**src/rtl/vga_timing_pkg.sv**
```systemverilog
// Shared timing definitions for the VGA raster generator: standard mode sets and helpers.
// Latency: n/a (package).
// Backpressure: n/a (package).
package vga_timing_pkg;

   typedef struct packed {
      logic [15:0] sync;
      logic [15:0] back;
      logic [15:0] act;
      logic [15:0] front;
   } axis_t;

   typedef struct packed {
      axis_t h;
      axis_t v;
   } mode_t;

   localparam mode_t MODE_640X480_60 = '{
      h: '{sync: 16'd96,  back: 16'd48,  act: 16'd640,  front: 16'd16},
      v: '{sync: 16'd2,   back: 16'd33,  act: 16'd480,  front: 16'd10}};

   localparam mode_t MODE_800X600_60 = '{
      h: '{sync: 16'd128, back: 16'd88,  act: 16'd800,  front: 16'd40},
      v: '{sync: 16'd4,   back: 16'd23,  act: 16'd600,  front: 16'd1}};

   localparam mode_t MODE_1024X768_60 = '{
      h: '{sync: 16'd136, back: 16'd160, act: 16'd1024, front: 16'd24},
      v: '{sync: 16'd6,   back: 16'd29,  act: 16'd768,  front: 16'd3}};

   // Total counts per line (or lines per frame).
   function automatic int timing_total(input int sync, input int back, input int act, input int front);
      return sync + back + act + front;
   endfunction

   // Counter value of the first visible pixel (or line).
   function automatic int act_start(input int sync, input int back);
      return sync + back;
   endfunction

endpackage

```
**src/rtl/vga_delay_line.sv**
```systemverilog
// Fixed-depth shift register that advances only on ce; DEPTH=0 is a straight wire.
// Latency: DEPTH ce-cycles.
// Backpressure: none; ce=0 holds every stage.
// Ports: clk, rst_n (async, active-low, clears to RST_VAL), ce, d in; q out.
module vga_delay_line
   import vga_timing_pkg::*;
#(
   parameter int               WIDTH   = 8,
   parameter int               DEPTH   = 2,
   parameter logic [WIDTH-1:0] RST_VAL = '0
)(
   input  logic             clk,
   input  logic             rst_n,
   input  logic             ce,
   input  logic [WIDTH-1:0] d,
   output logic [WIDTH-1:0] q
);

   generate
      if (DEPTH == 0) begin : g_pass
         logic unused_ok;
         assign unused_ok = &{1'b0, clk, rst_n, ce};
         assign q = d;
      end else begin : g_shift
         logic [WIDTH-1:0] sr_q [DEPTH];
         logic [WIDTH-1:0] sr_d [DEPTH];

         always_comb begin
            sr_d = sr_q;
            if (ce) begin
               sr_d[0] = d;
               for (int i = 1; i < DEPTH; i++) begin
                  sr_d[i] = sr_q[i-1];
               end
            end
         end

         always_ff @(posedge clk or negedge rst_n) begin
            if (!rst_n) begin
               for (int i = 0; i < DEPTH; i++) begin
                  sr_q[i] <= RST_VAL;
               end
            end else begin
               sr_q <= sr_d;
            end
         end

         assign q = sr_q[DEPTH-1];
      end
   endgenerate

endmodule

```
**src/rtl/vga_timing_gen.sv**
```systemverilog
// VGA raster timing with fetch lookahead: req/req_x/req_y lead the display outputs by LAT pixels.
// Latency: fetch stage 1 clk after the ce that samples the counters; display stage LAT ce-cycles after that.
// Backpressure: none; ce=0 freezes all state, outputs hold and strobes drop until the next ce.
// Ports: clk, rst_n, ce in; req, req_x, req_y (fetch side); hs, vs, de, pix_x, pix_y, line_start, frame_start (display side).
module vga_timing_gen
   import vga_timing_pkg::*;
#(
   parameter int   H_SYNC  = 136,
   parameter int   H_BACK  = 160,
   parameter int   H_ACT   = 1024,
   parameter int   H_FRONT = 24,
   parameter int   V_SYNC  = 6,
   parameter int   V_BACK  = 29,
   parameter int   V_ACT   = 768,
   parameter int   V_FRONT = 3,
   parameter logic HS_POL  = 1'b0,
   parameter logic VS_POL  = 1'b0,
   parameter int   LAT     = 2,
   parameter int   CW      = 11
)(
   input  logic          clk,
   input  logic          rst_n,
   input  logic          ce,
   output logic          req,
   output logic [CW-1:0] req_x,
   output logic [CW-1:0] req_y,
   output logic          hs,
   output logic          vs,
   output logic          de,
   output logic [CW-1:0] pix_x,
   output logic [CW-1:0] pix_y,
   output logic          line_start,
   output logic          frame_start
);

   localparam int H_TOT = timing_total(H_SYNC, H_BACK, H_ACT, H_FRONT);
   localparam int V_TOT = timing_total(V_SYNC, V_BACK, V_ACT, V_FRONT);
   localparam int H_ST  = act_start(H_SYNC, H_BACK);
   localparam int V_ST  = act_start(V_SYNC, V_BACK);
   localparam int HW    = $clog2(H_TOT);
   localparam int VW    = $clog2(V_TOT);
   localparam int BW    = 5 + 2 * CW;

   localparam logic [HW-1:0] H_LAST = HW'(H_TOT - 1);
   localparam logic [VW-1:0] V_LAST = VW'(V_TOT - 1);
   localparam logic [HW-1:0] H_OFS  = HW'(H_ST);
   localparam logic [VW-1:0] V_OFS  = VW'(V_ST);

   // Raster counters
   logic [HW-1:0] h_cnt_q, h_cnt_d;
   logic [VW-1:0] v_cnt_q, v_cnt_d;

   always_comb begin
      h_cnt_d = h_cnt_q;
      v_cnt_d = v_cnt_q;
      if (ce) begin
         if (h_cnt_q == H_LAST) begin
            h_cnt_d = '0;
            v_cnt_d = (v_cnt_q == V_LAST) ? '0 : v_cnt_q + VW'(1);
         end else begin
            h_cnt_d = h_cnt_q + HW'(1);
         end
      end
   end

   // Fetch stage: region decode of the current counters, loaded on ce
   logic          req_q, req_d;
   logic [CW-1:0] req_x_q, req_x_d;
   logic [CW-1:0] req_y_q, req_y_d;
   logic          hsync0_q, hsync0_d;
   logic          vsync0_q, vsync0_d;
   logic          h0_q, h0_d;
   logic          f0_q, f0_d;
   logic          h_act, v_act;

   always_comb begin
      h_act    = (int'(h_cnt_q) >= H_ST) && (int'(h_cnt_q) < H_ST + H_ACT);
      v_act    = (int'(v_cnt_q) >= V_ST) && (int'(v_cnt_q) < V_ST + V_ACT);
      req_d    = req_q;
      req_x_d  = req_x_q;
      req_y_d  = req_y_q;
      hsync0_d = hsync0_q;
      vsync0_d = vsync0_q;
      h0_d     = h0_q;
      f0_d     = f0_q;
      if (ce) begin
         req_d    = h_act && v_act;
         // Offset removed at counter width, then resized to the coordinate width.
         req_x_d  = req_d ? CW'(h_cnt_q - H_OFS) : '0;
         req_y_d  = req_d ? CW'(v_cnt_q - V_OFS) : '0;
         hsync0_d = int'(h_cnt_q) < H_SYNC;
         vsync0_d = int'(v_cnt_q) < V_SYNC;
         h0_d     = (h_cnt_q == '0);
         f0_d     = (h_cnt_q == '0) && (v_cnt_q == '0);
      end
   end

   // Display stage: fetch-stage bundle delayed LAT ce-cycles
   logic [BW-1:0] s0_bus, disp_bus;
   logic          disp_hsync, disp_vsync, disp_de, disp_h0, disp_f0;
   logic [CW-1:0] disp_x, disp_y;

   assign s0_bus = {hsync0_q, vsync0_q, req_q, req_x_q, req_y_q, h0_q, f0_q};

   vga_delay_line #(
      .WIDTH   (BW),
      .DEPTH   (LAT),
      .RST_VAL ({BW{1'b0}})
   ) u_delay (
      .clk   (clk),
      .rst_n (rst_n),
      .ce    (ce),
      .d     (s0_bus),
      .q     (disp_bus)
   );

   assign {disp_hsync, disp_vsync, disp_de, disp_x, disp_y, disp_h0, disp_f0} = disp_bus;

   // The delayed coordinate is zero outside the visible area, so the last
   // visible coordinate is kept separately to give pix_x/pix_y their hold behaviour.
   logic [CW-1:0] hold_x_q, hold_x_d;
   logic [CW-1:0] hold_y_q, hold_y_d;
   // Set only in the clk right after a ce edge, so strobes never stretch across ce=0.
   logic          loaded_q, loaded_d;

   always_comb begin
      hold_x_d = disp_de ? disp_x : hold_x_q;
      hold_y_d = disp_de ? disp_y : hold_y_q;
      loaded_d = ce;
   end

   always_ff @(posedge clk or negedge rst_n) begin
      if (!rst_n) begin
         h_cnt_q  <= '0;
         v_cnt_q  <= '0;
         req_q    <= 1'b0;
         req_x_q  <= '0;
         req_y_q  <= '0;
         hsync0_q <= 1'b0;
         vsync0_q <= 1'b0;
         h0_q     <= 1'b0;
         f0_q     <= 1'b0;
         hold_x_q <= '0;
         hold_y_q <= '0;
         loaded_q <= 1'b0;
      end else begin
         h_cnt_q  <= h_cnt_d;
         v_cnt_q  <= v_cnt_d;
         req_q    <= req_d;
         req_x_q  <= req_x_d;
         req_y_q  <= req_y_d;
         hsync0_q <= hsync0_d;
         vsync0_q <= vsync0_d;
         h0_q     <= h0_d;
         f0_q     <= f0_d;
         hold_x_q <= hold_x_d;
         hold_y_q <= hold_y_d;
         loaded_q <= loaded_d;
      end
   end

   assign req         = req_q;
   assign req_x       = req_x_q;
   assign req_y       = req_y_q;
   assign hs          = disp_hsync ? HS_POL : ~HS_POL;
   assign vs          = disp_vsync ? VS_POL : ~VS_POL;
   assign de          = disp_de;
   assign pix_x       = disp_de ? disp_x : hold_x_q;
   assign pix_y       = disp_de ? disp_y : hold_y_q;
   assign line_start  = loaded_q & disp_h0;
   assign frame_start = loaded_q & disp_f0;

endmodule
```
**config.mk**
```make
export PLATFORM = sky130hd
export DESIGN_NAME = vga_timing_gen
export DESIGN_NICKNAME = d
export VERILOG_FILES = /design/src/rtl/vga_timing_pkg.sv /design/src/rtl/vga_delay_line.sv /design/src/rtl/vga_timing_gen.sv
export SDC_FILE = /design/constraint.sdc
export NUM_CORES = 1
export LEC_CHECK = 0
export CAP_MARGIN = 20
export CORE_MARGIN = 2
export CORE_UTILIZATION = 40
export DETAILED_ROUTE_END_ITERATION = 12
export PLACE_DENSITY_LB_ADDON = 0.05
export SLEW_MARGIN = 10
export SYNTH_ARGS = -nofsm -noshare
export SYNTH_HDL_FRONTEND = slang
export SYNTH_SLANG_ARGS = --single-unit
```
**constraint.sdc**
```tcl
create_clock -name clk -period 2.3 [get_ports clk]
set_clock_uncertainty 0.05 [all_clocks]
set_input_delay 0.46 -clock clk [delete_from_list [all_inputs] [get_ports clk]]
set_output_delay 0.46 -clock clk [all_outputs]
set_load 0.01 [all_outputs]
```
==> results of run 1 <==
==> worst paths after layout <==
check                           endpoint
max                            pix_x[10]
min                          hold_x_q[8]
max reg2reg                   v_cnt_q[3]
min reg2reg                u_delay.q[25]
max in group asynchronous     h_cnt_q[0]
min in group clk                loaded_q
==> registers in the layout (all words and copies together) (netlist names) <==
register              count
req_y                    11
h0_q                      1
u_delay.q                27
h_cnt_q                  11
hold_x_q                 11
loaded_q                  1
req_x                    11
hold_y_q                 11
req                       1
u_delay.g_shift.sr_q     27
v_cnt_q                  10
hsync0_q                  1
f0_q                      1
vsync0_q                  1
==> synthesized netlist by cell type (all sizes together) <==
library cell / instances / area (µm²)
a21boi: 1 / 7.51
buf: 11 / 61.3
nand4bb: 1 / 11.3
nand4b: 2 / 17.5
or4: 2 / 18.8
or2b: 1 / 7.51
and3: 5 / 31.3
mux2i: 1 / 10.0
a31oi: 3 / 18.8
o22ai: 1 / 6.26
a2111oi: 1 / 8.76
a22o: 1 / 8.76
nand2: 17 / 63.8
inv: 17 / 63.8
ha: 8 / 100
xnor2: 16 / 140
a211o: 1 / 8.76
o41ai: 2 / 17.5
clkbuf: 20 / 76.3
and2: 3 / 18.8
mux2: 74 / 833
a2111o: 1 / 11.3
nor3: 9 / 45.0
o32ai: 1 / 8.76
nor2b: 1 / 6.26
o21ai: 17 / 85.1
o2bb2ai: 22 / 193
or2: 2 / 15.0
o21bai: 1 / 7.51
nor4: 3 / 25.0
nor2: 17 / 63.8
nand2b: 1 / 6.26
dfrtp: 125 / 3130
nand3: 9 / 45.0
a21oi: 3 / 15.0
xor2: 6 / 52.6
o31ai: 6 / 45.0
nand4: 6 / 50.0
or3: 1 / 6.26
==> metrics by stage <==
| stage | total power [mW] | hold slack (ns) |
|---|---|---|
| 5_1_grt | 5.60 | 0.0681 |
| 3_5_place_dp | 2.86 | 0.421 |
| 4_1_cts | 5.41 | 0.0584 |
| 2_1_floorplan | 2.69 | 0.114 |
| 3_3_place_gp | 2.86 | 0.420 |
| 6_report | 5.34 | 0.0235 |
==> kinds of logic (layout without fill, tap and decap cells) <==
| group | Yosys count | in the layout | share of synthesized area |
|---|---|---|---|
| buf+inv | 48 | 126 | 0.0377 |
| simple gates | 80 | 80 | 0.0809 |
| mux | 75 | 75 | 0.158 |
| flops | 125 | 125 | 0.586 |
| xor+xnor | 22 | 22 | 0.0361 |
| fa+ha+maj | 8 | 8 | 0.0187 |
| compound gates | 61 | 61 | 0.0827 |
==> area by class of cell <==
type	instances	area, µm²
fillers	1179	6440
multi-input cells	246	2010
clock inverters	6	87.6
well taps	176	220
flip-flops and latches	125	3130
repair buffers	79	713
inverters	17	63.8
clock buffers	24	472
==> where the power goes <==
part	switching, mW	internal (mW)	total [mW]	leakage [nW]
clock network	0.887	1.64	2.52	0.262
logic	0.268	0.187	0.455	1.28
registers	0.0945	2.27	2.37	1.71
total	1.25	4.09	5.34	3.25
==> repair_timing <==
| action | 4_1_cts | 5_1_grt |
|---|---|---|
| gates resized for setup | 22 | 0 |
| hold buffers | 0 | 0 |
| hold endpoints to repair | 0 | 0 |
| setup endpoints to repair | 22 | 0 |
| setup buffers | 0 | 0 |
==> per-layer routing <==
layer | track usage | up-vias
li1 | - | 1619
met1 | 0.234 | 1686
met2 | 0.232 | 62
met3 | 0.0547 | 15
met4 | 0.0551 | 0
met5 | 0 | -
==> results.toml, run 1 <==
[clock_tree]
cts-root-buf = "clkbuf_16"
clock-sinks = 125
cts_buffers = 17
clkSlewWorstSetupHoldPaths_ns = 0.05
cts_buffer_depth = 2
htreeDepth = 4
cts_tree = "done"
clock_latency_ns = 0.40

[routing]
wl_met1_mm = 5.50
viasPerCell = 5.03
wl_per_cell_um = 15.9
drt-total-wl_mm = 10.7
route.vias.total = 3382
drt_first_iter_violations = 189
ant_nets = 0
wl_met2_mm = 4.61
drc = 0
dr_wl_met3_um = 403
first_pass_iters = 5
maxUsedRoutingLayer = "met4"

[logic_synthesis]
avgSynthCellArea_um2 = 12.7
ys_seq_area_frac = 0.586
synth_fp_nets = 430
synth-seq-cells = 125
yosys.cell_types.count = 49
synth_area_mm2 = 0.00534
yosysWarnings = 0
synthCells = 419

[worst_setup_path]
critPathSlowestCell = "dfrtp_1"
path_max_fanout = 19
critical-path-top-delay-family = "buffers and inverters"
cp_num_buf_inv = 2
cp-start-kind = "register"
crit_type = "reg2out"
cp.arrival_ns = 1.64
rr_worst_depth = 5
critPathCaptureType = "output pin"
ff2ff_setup_slack_ns = 0.25
cpPeakStageDelay_ns = 0.38
worstPathRequired_ns = 1.79
reg2reg_from = "h_cnt_q[0]"
startpoint = "u_delay.q[24]"
cp.depth = 3
cp_cell_sequence = "buf_12 > mux2_2 > dlygate4sd2_1"

[timing]
fmax_mhz = 466
setup_viol = 0
slew_headroom = 0.505
worst_slew_pin_slew_ns = 0.743
fin_setup_tns_ns = 0
hold_viol_final = 0
setup_ws_ns = 0.154
period_needed_ns = 2.15
slew_viol_final = 0
finalCritPeriodShare = 0.933
rsz0062_at_grt = "no"

[global_route]
gr-total-overflow = 0
grt_pass1_vias = 3352
antenna_found_initial = 0
track_usage = 0.163
grt_pass1_wl_mm = 18.0
grt_max_degree = 85

[floorplan]
chipWidth_um = 120
core_area_mm2 = 0.0131
die_area_mm2 = 0.0143
start_util = 0.406
fp-row-count = 42
die_y_um = 120
ioPinCount = 53

[finish]
fin_util = 0.510
drive_gt1_frac = 0.270
final_area_mm2 = 0.00669
antenna_cells = 0
final_cell_mix = "125 x dfrtp_1, 74 x mux2_2, 28 x clkdlybuf4s50_1"
syn2layout_area_growth_pct = 25.4
final_cells = 673
final_nets = 497
final_common_cell = "dfrtp_1"

[placement]
portBuffers = 52
placed_area_mm2 = 0.00616
dpl.hpwl_mm = 7.12
post-place-ws_ns = 0.255
dp.cells = 643
gp_routability_congestion = 0.813

[pwr]
p_per_area_mw_per_mm2 = 798
ir_drop_v = 0.000522
power_leakage_nw = 3.25

[job]
cap_violations = 0

[worst_hold_path]
hp-class = "in2async"

[status]
status = "finished, final reports clean"
(Power assumes the default switching activity.)
==> inputs of run 2 (changes only) <==
--- a/config.mk
+++ b/config.mk
@@ -8,6 +8,7 @@
 export CAP_MARGIN = 20
 export CORE_MARGIN = 2
 export CORE_UTILIZATION = 40
+export CTS_CLUSTER_SIZE = 24
 export DETAILED_ROUTE_END_ITERATION = 12
 export PLACE_DENSITY_LB_ADDON = 0.05
 export SLEW_MARGIN = 10
==> results of run 2 <==
Final layout, timing and power as in run 1 (identical DEF).
